==> src/rtl/mem_arbiter.sv <==
// Arbitrates the single main-memory port between instruction fetch and data requesters.
// Optional MEM_ARB_RR_EN selects round-robin tie breaking; default is fixed data priority.
module mem_arbiter #(
  parameter int ADDR_W  = 32,
  parameter int LINE_W  = 128,
  parameter int TIMEOUT = 64
) (
  input  logic              clk,
  input  logic              rst,
  input  logic              ic_req_valid,
  input  logic [ADDR_W-1:0] ic_req_addr,
  output logic              ic_req_ready,
  output logic              ic_rsp_valid,
  output logic [LINE_W-1:0] ic_rsp_data,
  input  logic              dc_req_valid,
  input  logic              dc_req_we,
  input  logic [ADDR_W-1:0] dc_req_addr,
  input  logic [LINE_W-1:0] dc_req_wdata,
  output logic              dc_req_ready,
  output logic              dc_rsp_valid,
  output logic [LINE_W-1:0] dc_rsp_data,
  output logic              mem_req_valid,
  output logic              mem_req_we,
  output logic [ADDR_W-1:0] mem_req_addr,
  output logic [LINE_W-1:0] mem_req_wdata,
  input  logic              mem_rsp_valid,
  input  logic [LINE_W-1:0] mem_rsp_data,
  output logic              busy,
  output logic              timeout_err,
  output logic [1:0]        dbg_state
);

  // Handshake: a requester raises valid and holds valid plus all fields stable until it
  // sees ready; the transfer happens on the edge where valid && ready. Responses
  // (*_rsp_valid, mem_req_valid) are single-cycle pulses with no back-pressure.

  typedef enum logic [1:0] {S_IDLE, S_ISSUE, S_WAIT, S_RESP} state_e;

  localparam int CNT_W = $clog2(TIMEOUT);
  localparam logic [CNT_W-1:0] CNT_MAX = CNT_W'(TIMEOUT - 1);

  state_e              state_q, state_d;
  logic                owner_dc_q, owner_dc_d;
  logic                we_q, we_d;
  logic [ADDR_W-1:0]   addr_q, addr_d;
  logic [LINE_W-1:0]   wdata_q, wdata_d;
  logic [CNT_W-1:0]    cnt_q, cnt_d;
  logic [LINE_W-1:0]   ic_data_q, ic_data_d;
  logic [LINE_W-1:0]   dc_data_q, dc_data_d;
  logic                tmo_q, tmo_d;
  logic                grant_any, grant_dc, dc_wins;

`ifdef MEM_ARB_RR_EN
  // Remembers who was served last; on a tie the other requester wins.
  logic last_dc_q, last_dc_d;

  assign dc_wins   = dc_req_valid && (!ic_req_valid || !last_dc_q);
  assign last_dc_d = grant_any ? grant_dc : last_dc_q;

  always_ff @(posedge clk or negedge rst) begin
    if (!rst) last_dc_q <= 1'b0;
    else      last_dc_q <= last_dc_d;
  end
`else
  assign dc_wins = dc_req_valid;
`endif

  always_comb begin
    state_d    = state_q;
    owner_dc_d = owner_dc_q;
    we_d       = we_q;
    addr_d     = addr_q;
    wdata_d    = wdata_q;
    cnt_d      = cnt_q;
    ic_data_d  = ic_data_q;
    dc_data_d  = dc_data_q;
    tmo_d      = tmo_q;
    grant_any  = 1'b0;
    grant_dc   = 1'b0;
    case (state_q)
      S_IDLE: begin
        if (ic_req_valid || dc_req_valid) begin
          grant_any  = 1'b1;
          grant_dc   = dc_wins;
          owner_dc_d = dc_wins;
          we_d       = dc_wins & dc_req_we;
          addr_d     = dc_wins ? dc_req_addr : ic_req_addr;
          wdata_d    = dc_wins ? dc_req_wdata : '0;
          state_d    = S_ISSUE;
        end
      end
      S_ISSUE: begin
        cnt_d   = '0;
        state_d = S_WAIT;
      end
      S_WAIT: begin
        if (mem_rsp_valid) begin
          if (owner_dc_q) dc_data_d = mem_rsp_data;
          else            ic_data_d = mem_rsp_data;
          state_d = S_RESP;
        end else if (cnt_q == CNT_MAX) begin
          // Hung memory: hand the owner an all-zero line and flag it permanently.
          if (owner_dc_q) dc_data_d = '0;
          else            ic_data_d = '0;
          tmo_d   = 1'b1;
          state_d = S_RESP;
        end else begin
          cnt_d = cnt_q + CNT_W'(1);
        end
      end
      S_RESP:  state_d = S_IDLE;
      default: state_d = S_IDLE;
    endcase
  end

  always_ff @(posedge clk or negedge rst) begin
    if (!rst) begin
      state_q    <= S_IDLE;
      owner_dc_q <= 1'b0;
      we_q       <= 1'b0;
      addr_q     <= '0;
      wdata_q    <= '0;
      cnt_q      <= '0;
      ic_data_q  <= '0;
      dc_data_q  <= '0;
      tmo_q      <= 1'b0;
    end else begin
      state_q    <= state_d;
      owner_dc_q <= owner_dc_d;
      we_q       <= we_d;
      addr_q     <= addr_d;
      wdata_q    <= wdata_d;
      cnt_q      <= cnt_d;
      ic_data_q  <= ic_data_d;
      dc_data_q  <= dc_data_d;
      tmo_q      <= tmo_d;
    end
  end

  // Readies are gated by reset so nothing looks accepted while reset is held.
  assign ic_req_ready  = rst & grant_any & ~grant_dc;
  assign dc_req_ready  = rst & grant_any & grant_dc;
  assign mem_req_valid = (state_q == S_ISSUE);
  assign mem_req_we    = we_q;
  assign mem_req_addr  = addr_q;
  assign mem_req_wdata = wdata_q;
  assign ic_rsp_valid  = (state_q == S_RESP) & ~owner_dc_q;
  assign dc_rsp_valid  = (state_q == S_RESP) & owner_dc_q;
  assign ic_rsp_data   = ic_data_q;
  assign dc_rsp_data   = dc_data_q;
  assign busy          = (state_q != S_IDLE);
  assign timeout_err   = tmo_q;
  assign dbg_state     = state_q;

endmodule
==> config.mk <==
export PLATFORM = sky130hd
export DESIGN_NAME = mem_arbiter
export DESIGN_NICKNAME = d
export VERILOG_FILES = /design/src/rtl/mem_arbiter.sv
export SDC_FILE = /design/constraint.sdc
export NUM_CORES = 1
export LEC_CHECK = 0
export ABC_AREA = 1
export BUFFER_PORTS_ARGS = -buffer_cell sky130_fd_sc_hd__buf_2
export CORE_AREA = 8 8 285 287
export CTS_BUF_LIST = sky130_fd_sc_hd__clkbuf_16
export CTS_CLUSTER_DIAMETER = 80
export DETAILED_ROUTE_END_ITERATION = 8
export DIE_AREA = 0 0 293 295
export REMOVE_ABC_BUFFERS = 1
export SYNTH_ARGS = -nofsm -noshare
export SYNTH_HDL_FRONTEND = slang
export SYNTH_SLANG_ARGS = --single-unit
==> constraint.sdc <==
create_clock -name clk -period 4 [get_ports clk]
set_input_delay 0.8 -clock clk [delete_from_list [all_inputs] [get_ports clk]]
set_output_delay 0.8 -clock clk [all_outputs]
set_load 0.02 [all_outputs]
==> results of run 1 <==
==> registers in the layout, summed over array words and instances, names as in the netlist <==
signal / flops
mem_req_we: 1
timeout_err: 1
mem_req_wdata: 128
mem_req_addr: 32
ic_rsp_data: 128
cnt_q: 6
dc_rsp_data: 128
dbg_state: 2
owner_dc_q: 1
==> routing by layer <==
metal	track usage, %	vias to the layer above	wire [µm]
li1	-	7867	-
met5	0	-	119
met1	18.9	7926	28300
met3	6.37	138	7490
met2	28.5	665	37400
met4	6.56	20	2720
==> power by group through the flow <==
stage	registers [mW]	logic [mW]	clock network (mW)
floorplan	9.70	2.85	0
global placement	7.40	9.44	0
detailed placement	7.43	9.52	0
CTS	7.39	9.53	4.66
global route	7.63	10.2	4.84
finish	7.38	9.29	4.50
==> critical path, delay by kind of cell (launching register included) <==
family                   cells  cell delay (ps)
AND/OR/NAND/NOR              2              510
adder cells (fa/ha/maj)      1              440
buffers and inverters        2              390
flip-flops                   1              430
==> worst min path at each step <==
stage | end | slack (ps) | depth (start not counted)
6_report | cnt_q[0]$_DFFE_PN0P_ | 80 | 1
5_1_grt | mem_req_addr[15]$_DFFE_PN0P_ | 60 | 1
4_1_cts | cnt_q[0]$_DFFE_PN0P_ | 40 | 1
3_5_place_dp | ic_rsp_data[45]$_DFFE_PN0P_ | 450 | 2
3_3_place_gp | ic_rsp_data[81]$_DFFE_PN0P_ | 450 | 2
2_1_floorplan | cnt_q[5]$_DFFE_PN0P_ | 490 | 2
==> kinds of logic after synthesis <==
logic type / after synthesis / share of synthesized area [%]
compound gates: 172 / 5.05
fa+ha+maj: 6 / 0.411
buf+inv: 320 / 8.55
flops: 427 / 58.5
simple gates: 1039 / 27.4
==> layout make-up <==
cell class                 instances  share of cell area [%]
tap                             1040                    5.36
multi-input combinational       1217                    24.9
inverter                         146                    2.27
timing repair buffer             779                    16.8
antenna                           11                   0.113
clock inverter                    41                    1.22
clock buffer                      52                    5.36
sequential                       427                    44.0
==> through the flow <==
step | utilization (%) | hold slack [ps]
2_1_floorplan | - | 491
6_report | 31.7 | 84.9
4_1_cts | 31.6 | 41.9
3_3_place_gp | 29.6 | 449
3_5_place_dp | 29.6 | 453
5_1_grt | 31.7 | 55.9
==> cell usage in the layout (no fill, tap or decap), types with 21 or more instances in the layout <==
cell	n
buf_4	21
nand4_1	256
o21ai_0	136
nand2_2	102
dfrtp_1	426
nor2_1	35
inv_1	152
clkbuf_16	52
a31oi_1	32
nand3_1	142
nand2_1	498
buf_2	748
==> impl_results.md, run 1 <==
- Yosys top cell area share: between 50% and 60%
- Worst reg-to-reg setup slack: 1480 ps
- Initial Utilization: a little under a quarter
- CTS tree: done
- DP Area: between 0.02 and 0.025 mm²
- Synth top area cells: dfrtp_1 (59%), nand2_1 (10%), nand4_1 (8.8%), nand3_1 (3.9%), o21ai_0 (3.7%)
- Final min period: about 3200 ps
- Filler Cell Count: ~8,000
- Area delta synth->final: 33.1%
- Wire per inst: slightly above 20 µm
- Drt pass-1 iters: 5
- Most numerous cell in the Yosys netlist: nand2_1
- Antenna violations before repair: 34
- Clock buffer depth: 3
- Routed Antenna Nets: 0
- Mapped Area: 0.0183 mm²
- Dpl cells: about 3,600
- PortBufs: between 700 and 800
- Tightest Hold Check Type: primary input to async pin
- Relative slew slack: a little over a third
- GR Util All Layers: between 10% and 20%
- Tot Pwr: between 20 and 25 mW
- Status: complete, no violations
- CORE AREA: between 0.07 and 0.08 mm²
- Sink Count: around 430
- Distinct cells, synth: 26
- Die W: between 200 and 300 µm
- Sw Share: approximately 46%
- Worst-Margin Slew: 963 ps
- Footprint of the multi-input gates: a little over 0.006 mm²
- FF-to-FF End: mem_req_wdata[3]$_DFFE_PN0P_
- CTS resizes: 0
- Final Skew: between 20 and 25 ps
- Number of flops mapped to enable cells by yosys: 0
- Die height: ~300 µm
- CP endpoint: dc_req_ready
- FF/Latch Area: 0.0107 mm²
- Post-synthesis sequential area ratio: just under 60%
- Initial DRC count: just under 900
- Vias: ~17,000
- Dominant synthesized flop cell: dfrtp_1
- Final instance area: 0.0243 mm²
- Fin cells: between 3,000 and 4,000
- Number of H-tree levels: 2
- Internal Power: 11.4 mW
- Fin. max-slew vios: 0
- Crit path cell chain: inv_1 > ha_4 > nand2_1 > nor2_1 > buf_2
- Clk root buf: clkbuf_16
- Crit path DAT: 2390 ps
- Fmax: 313 MHz
- Pre-CTS WS: approximately 1300 ps
- Post-CTS Setup Bufs: 0
- Number of warnings issued by yosys: 0
- Nets: 2,955
- Startpoint types: flip-flop
- Switching power: 9.78 mW
- Reg-to-Reg Start: dbg_state[0]$_DFFE_PN0P_
- RSZ-0062 raised after global routing: no
- Static leakage: between 10 and 15 nW
- CP Max Fanout: 36
- Worst path required time: about 3200 ps
- Worst-path clk slew: approximately 60 ps
- Logic pwr share: a little over two fifths
- First-pass GRT wire length: approximately 110,000 µm
- Top cells by count, synth: nand2_1 (498), dfrtp_1 (427), nand4_1 (256)
- Max-Cap Viols: 0
- Layout cells sized above 1: ~36%
- Crit-path max cell delay: approximately 440 ps
- Vias in the first global route: approximately 17,000
- DRC: 0
- IO Count: 752
- Final cycle utilization of the critical path: between 70 and 80%
- Final worst slack: 806 ps
- Critical path class: flip-flop to output pin
- Final Hold Fails: 0
- CP max stage cell: ha_4
- TNS Setup: 0 ps
- CP startpoint: dbg_state[0]$_DFFE_PN0P_
- Via-per-instance ratio: roughly 4.5
- # setup viols final: 0
- Cell count of the worst reg-to-reg path: 6
- Dominant cell type by area after synthesis: dfrtp_1
- Synth Register Bits: around 430
- Cell Pwr Density: slightly below 900 mW/mm²
- DP Wirelength: ~56,000 µm
- Total gr overflow: 0
- Final WL: approximately 76,000 µm
- Die footprint: just under 0.09 mm²
- Row cnt: around 100
- Clk network pwr share: roughly a fifth
- Crit. End Element: output pin
- Syn Inst Count: roughly 2,000
- Hold_buf cts: 0
- Avg Inst Size Synth: about 9.3 µm²
- Clk_lat worst skew: roughly 600 ps
- CTS Buf Count: 52
- Flop pwr share: between 30% and 40%
- Gp weighted congestion: around 0.82
- Peak supply drop: 0.951 mV
- Ys async rst share: 100%
- Largest net degree at the start of global routing: 195
Note: power is estimated with default switching activity, not from simulation.
==> run 2: changes to the inputs <==
==> constraint.sdc (replaced) <==
create_clock -name clk -period 3.2 [get_ports clk]
set_input_delay 0.64 -clock clk [delete_from_list [all_inputs] [get_ports clk]]
set_output_delay 0.64 -clock clk [all_outputs]
set_load 0.02 [all_outputs]
==> run 2 against run 1 <==
Against the previous run: design area is 0.31% higher; setup slack lost 240 ps; die area stayed put; global-route usage down 0.13 points; core utilization grew 0.10 points; final cell count increased by 0.13%; combinational power grew 27%; non-clock buffer count rose by 1; via count increased by 0.70%; first-iteration DRC count increased by 9.6%; power is 25% higher; sequential share of layout area shrank 0.14 points; critical path type unchanged.
==> impl_results.md, run 2 (synthesis gave the netlist of run 1 again) <==
- Status: complete, no violations (unchanged)
- Row cnt: 102 (unchanged)
- Flop pwr share: 34.5% (was 34.9%)
- IO Count: 752 (unchanged)
- Sink Count: 427 (unchanged)
- CP Max Fanout: 6 (was 36)
- # setup viols final: 0 (unchanged)
- CTS tree: done (unchanged)
- Vias in the first global route: 16,814 (was 16,863)
- Worst-path clk slew: 60 ps (about the same)
- Final instance area: 0.0244 mm² (was 0.0243 mm²)
- Largest net degree at the start of global routing: 195 (unchanged)
- CTS Buf Count: 51 (was 52)
- Logic pwr share: 44.5% (was 43.9%)
- Final Skew: 26.6 ps (was 22.4 ps)
- Clk root buf: clkbuf_16 (unchanged)
- Worst path required time: 2560 ps (was 3200 ps)
- DP Area: 0.0227 mm² (about the same)
- Sw Share: 46.0% (was 46.2%)
- Die height: 295 µm (unchanged)
- Fmax: approximately 380 MHz
- Via-per-instance ratio: 4.50 (was 4.48)
- Dpl cells: 3,609 (unchanged)
- DP Wirelength: 55,000 µm (was 55,800 µm)
- Hold Slack: 277 ps (was 84.9 ps)
- Relative slew slack: 39.8% (was 35.8%)
- Max-Cap Viols: 0 (unchanged)
- Final cycle utilization of the critical path: between 80% and 90%
- Switching power: 12.2 mW (was 9.78 mW)
- Antenna violations before repair: 32 (was 34)
- Crit path DAT: 1990 ps (was 2390 ps)
- Startpoint types: flip-flop (unchanged)
- Final min period: around 2600 ps
- Fin. max-slew vios: 0 (unchanged)
- CTS resizes: 0 (unchanged)
- Worst reg-to-reg setup slack: 960 ps (was 1480 ps)
- Layout cells sized above 1: 36.2% (was 36.3%)
- Initial Utilization: 23.8% (unchanged)
- Gp weighted congestion: 0.817 (was 0.824)
- Tightest Hold Check Type: primary input to flip-flop (was primary input to async pin)
- Die W: 293 µm (unchanged)
- Crit. End Element: output pin (unchanged)
- RSZ-0062 raised after global routing: no (unchanged)
- Final Hold Fails: 0 (unchanged)
- Tot Pwr: 26.6 mW (was 21.2 mW)
- Clock buffer depth: 3 (unchanged)
- Final Core Density: 31.8% (was 31.7%)
- Routed Antenna Nets: 0 (unchanged)
- Initial DRC count: 981 (was 895)
- DRC: 0 (unchanged)
- Fin cells: 3,718 (was 3,713)
- Drt pass-1 iters: 5 (unchanged)
- Number of H-tree levels: 2 (unchanged)
- Cell Pwr Density: 1090 mW/mm² (was 871 mW/mm²)
- Wire per inst: 20.4 µm (was 20.5 µm)
- Peak supply drop: 1.57 mV (was 0.951 mV)
- First-pass GRT wire length: 111,000 µm (about the same)
- Clk network pwr share: 21.0% (was 21.2%)
- Area delta synth->final: 33.5% (was 33.1%)
- Die footprint: 0.0864 mm² (unchanged)
- Internal Power: 14.3 mW (was 11.4 mW)
- Clk_lat worst skew: 590 ps (about the same)
- CORE AREA: 0.0767 mm² (unchanged)
- Worst-Margin Slew: 903 ps (was 963 ps)
- Final WL: 75,700 µm (was 76,100 µm)
- PortBufs: 751 (unchanged)
- Static leakage: 12.9 nW (about the same)
- Vias: 16,732 (was 16,616)
- Commonest cells after routing, fill and taps aside: buf_2 (748), nand2_1 (498), dfrtp_1 (426) (unchanged)
- GR Util All Layers: 16.6% (was 16.7%)
- Critical path class: flip-flop to output pin (unchanged)
- Commonest non-fill, non-tap cell in the layout: buf_2 (unchanged)
- Nets: 2,955 (unchanged)
- Total gr overflow: 0 (unchanged)
-- run 2: final cells by class --
cell class / instances / area, µm²
inverters: 146 / 551
multi-input cells: 1217 / 6040
well taps: 1040 / 1300
flip-flops and latches: 427 / 10700
fillers: 8120 / 52300
clock buffers: 52 / 1300
diodes: 16 / 40.0
repair buffers: 780 / 4160
clock inverters: 40 / 288
-- run 2: critical path, stage by stage, from the launching register on --
cell,delay (ps)
dfrtp_1,430
inv_1,200
ha_4,220
inv_1,110
a21oi_4,160
nand3_1,80
inv_1,60
buf_2,150
-- run 2: timing repair --
action | in CTS | in global routing
buffers inserted | 0 | 0
endpoints found under the hold margin | 17 | 0
hold buffers | 1 | 0
-- run 2: worst paths after layout --
kind | startpoint | end | cells past startpoint
worst max-delay path | dbg_state[0]$_DFFE_PN0P_ | ic_req_ready | 7
worst min-delay path | dc_req_wdata[25] | mem_req_wdata[25]$_DFFE_PN0P_ | 3
worst max register to register | dbg_state[0]$_DFFE_PN0P_ | ic_rsp_data[52]$_DFFE_PN0P_ | 6
worst min register to register | timeout_err$_DFFE_PN0P_ | timeout_err$_DFFE_PN0P_ | 1
max in group asynchronous | rst | mem_req_wdata[55]$_DFFE_PN0P_ | 3
min in group asynchronous | rst | ic_rsp_data[5]$_DFFE_PN0P_ | 2
-- run 2: metrics by stage --
stage	setup WS (ps)	setup TNS [ps]
after floorplan	-5590	-1884670
after global placement	788	0
after detailed placement	711	0
after CTS	510	0
after global routing	415	0
final	569	0
-- run 2: per-layer routing --
metal	up-vias	track usage, %	share of wire (%)
li1	7895	-	-
met1	7962	19.3	38
met2	709	27.4	48
met3	144	5.55	9.2
met4	22	7.84	4.4
met5	-	0	0.17
-- run 2: power by group through the flow --
stage | clock network [mW] | logic, mW | registers (mW)
6_report | 5.58 | 11.8 | 9.17
3_5_place_dp | 0 | 12.0 | 9.22
4_1_cts | 5.78 | 12.1 | 9.17
2_1_floorplan | 0 | 3.46 | 12.2
5_1_grt | 5.98 | 12.9 | 9.46
3_3_place_gp | 0 | 11.9 | 9.17
==> run 3: changes to the inputs <==
==> constraint.sdc (replaced) <==
create_clock -name clk -period 2.65 [get_ports clk]
set_input_delay 0.53 -clock clk [delete_from_list [all_inputs] [get_ports clk]]
set_output_delay 0.53 -clock clk [all_outputs]
set_load 0.02 [all_outputs]
==> run 3 against run 2 <==
Against the previous run: count of clock-buffer cells in the layout grew 1; clock power grew 22%; non-clock buffer count grew 20; sequential cell count is the same; combinational power is 23% higher; sequential share of layout area shrank 0.49 points; largest power group unchanged; first-iteration DRC count is 5.8% higher.
==> impl_results.md, run 3 (synthesis gave the netlist of run 1 again) <==
- CP max stage cell: dfrtp_1 (unchanged)
- Clk_lat worst skew: 580 ps (was 590 ps)
- Final worst slack: 172 ps (was 569 ps)
- Filler Cell Count: 8,066 (was 8,120)
- Crit path DAT: 1950 ps (was 1990 ps)
- Hold_sp: dc_req_wdata[104] (was dc_req_wdata[25])
- Status: complete, no violations (unchanged)
- RSZ-0062 raised after global routing: no (unchanged)
- Peak supply drop: 1.25 mV (was 1.57 mV)
- Worst path required time: 2120 ps (was 2560 ps)
- Final Skew: 27.0 ps (was 26.6 ps)
- CTS Buf Count: 51 (unchanged)
- CTS tree: done (unchanged)
- Crit-path max cell delay: 460 ps (was 430 ps)
- Drt pass-1 iters: 5 (unchanged)
- Die height: 295 µm (unchanged)
- Static leakage: 13.1 nW (was 12.9 nW)
- Cell mode on critical path: inv_1 (unchanged)
- Clk root buf: clkbuf_16 (unchanged)
- DP Area: 0.0230 mm² (was 0.0227 mm²)
- Crit. End Element: output pin (unchanged)
- Number of H-tree levels: 2 (unchanged)
- Worst-path clk slew: 60 ps (about the same)
- Pre-CTS WS: 626 ps (was 711 ps)
- TNS Setup: 0 ps (unchanged)
- Worst-Margin Slew: 886 ps (was 903 ps)
- PortBufs: 751 (unchanged)
- Worst reg-to-reg setup slack: 670 ps (was 960 ps)
- Largest net degree at the start of global routing: 143 (was 195)
- Final min period: approximately 2500 ps
- Fin. max-slew vios: 0 (unchanged)
- Commonest non-fill, non-tap cell in the layout: buf_2 (unchanged)
- Final cycle utilization of the critical path: 93.5%
- GR Util All Layers: 16.6% (about the same)
- Via-per-instance ratio: 4.52 (was 4.50)
- Die W: 293 µm (unchanged)
- Tightest Hold Check Type: primary input to flip-flop (unchanged)
- CORE AREA: 0.0767 mm² (unchanged)
- Antenna violations before repair: 39 (was 32)
- Die footprint: 0.0864 mm² (unchanged)
- Worst hold stages: 3 (unchanged)
- Hold Slack: 171 ps (was 277 ps)
- Reg-to-Reg Start: cnt_q[0]$_DFFE_PN0P_ (was dbg_state[0]$_DFFE_PN0P_)
- Final instance area: 0.0246 mm² (was 0.0244 mm²)
- Max-Cap Viols: 0 (unchanged)
- Area delta synth->final: 35.0% (was 33.5%)
- Startpoint types: flip-flop (unchanged)
- Vias in the first global route: 17,089 (was 16,814)
- Initial Utilization: 23.8% (unchanged)
- Relative slew slack: 40.9% (was 39.8%)
- Initial DRC count: 1,038 (was 981)
- DP Wirelength: 56,500 µm (was 55,000 µm)
- CP Max Fanout: 6 (unchanged)
- IO Count: 752 (unchanged)
- Hold path endpoint: mem_req_wdata[104]$_DFFE_PN0P_ (was mem_req_wdata[25]$_DFFE_PN0P_)
- First-pass GRT wire length: 112,000 µm (was 111,000 µm)
- FF-to-FF End: dc_rsp_data[116]$_DFFE_PN0P_ (was ic_rsp_data[52]$_DFFE_PN0P_)
- Gp weighted congestion: 0.830 (was 0.817)
- Wire per inst: 20.3 µm (was 20.4 µm)
- Final Hold Fails: 0 (unchanged)
- Critical path class: flip-flop to output pin (unchanged)
- DRC: 0 (unchanged)
- Sink Count: 427 (unchanged)
- Total gr overflow: 0 (unchanged)
- Row cnt: 102 (unchanged)
- Fmax: 404 MHz
- Commonest cells after routing, fill and taps aside: buf_2 (748), nand2_1 (498), dfrtp_1 (426) (unchanged)
- Cell count of the worst reg-to-reg path: 9 (was 6)
- Nets: 2,975 (was 2,955)
- Layout cells sized above 1: 36.7% (was 36.2%)
- Crit path cell chain: inv_2 > ha_4 > inv_1 > a21oi_4 > nand3_1 > inv_1 > buf_2 (was inv_1 > ha_4 > inv_1 > a21oi_4 > nand3_1 > inv_1 > buf_2)
- Clock buffer depth: 3 (unchanged)
- Cell Pwr Density: 1310 mW/mm² (was 1090 mW/mm²)
- # setup viols final: 0 (unchanged)
- Final WL: 75,800 µm (was 75,700 µm)
- Routed Antenna Nets: 0 (unchanged)
- Vias: 16,897 (was 16,732)
- Tot Pwr: 32.4 mW (was 26.6 mW)
==> run 3: worst max path at each step <==
stage                             start                      endpoint  slack, ps  cells past startpoint
4_1_cts        dbg_state[0]$_DFFE_PN0P_                  ic_req_ready         50                      7
3_5_place_dp               dc_req_valid                  ic_req_ready        630                      6
3_3_place_gp               dc_req_valid                  ic_req_ready        620                      6
6_report       dbg_state[1]$_DFFE_PN0P_                  ic_req_ready        170                      7
2_1_floorplan  dbg_state[0]$_DFFE_PN0P_  ic_rsp_data[126]$_DFFE_PN0P_      -6140                      5
5_1_grt        dbg_state[1]$_DFFE_PN0P_                  ic_req_ready         30                      7
==> run 3: layer usage <==
metal | vias to the layer above | GRT usage (%) | routed length [µm] | part of all wire (%)
li1 | 7953 | - | - | -
met1 | 8085 | 19.0 | 28400 | 37
met2 | 703 | 28.4 | 37200 | 49
met3 | 134 | 5.92 | 7150 | 9.4
met4 | 22 | 6.50 | 2970 | 3.9
met5 | - | 0 | 139 | 0.18
==> run 3: report_power, final <==
group,leakage [nW],internal [mW],switching [mW],total (mW)
registers,5.38,9.37,1.70,11.1
clock network,0.827,3.98,2.82,6.81
logic,6.89,4.24,10.2,14.5
==> run 3: critical path, delay by kind of cell (launching register included) <==
family	cells	cell delay, ps
flip-flops	1	460
buffers and inverters	4	440
adder cells (fa/ha/maj)	1	190
AO/OA/AOI/OAI	1	170
AND/OR/NAND/NOR	1	100
==> run 3: area by class of cell <==
cell class                      count  area [µm²]  share of cell area (%)
Antenna cell                       16        40.0                   0.162
Clock buffer                       53        1330                    5.38
Clock inverter                     37         277                    1.12
Inverter                          146         551                    2.23
Multi-Input combinational cell   1217        6040                    24.5
Sequential cell                   427       10700                    43.4
Tap cell                         1040        1300                    5.28
Timing Repair Buffer              800        4430                    18.0
==> run 3: what timing repair did <==
item	CTS	global route
endpoints found under the hold margin	14	0
gates resized for setup	0	2
endpoints found under the setup margin	0	1
setup buffers	0	0
hold buffers	1	0
==> run 3: metrics by stage <==
step,std cells,util [%]
after floorplan,1790,-
after global routing,3732,32.1
after detailed placement,3629,30.0
after global placement,3629,30.0
final,3736,32.1
after CTS,3720,32.1
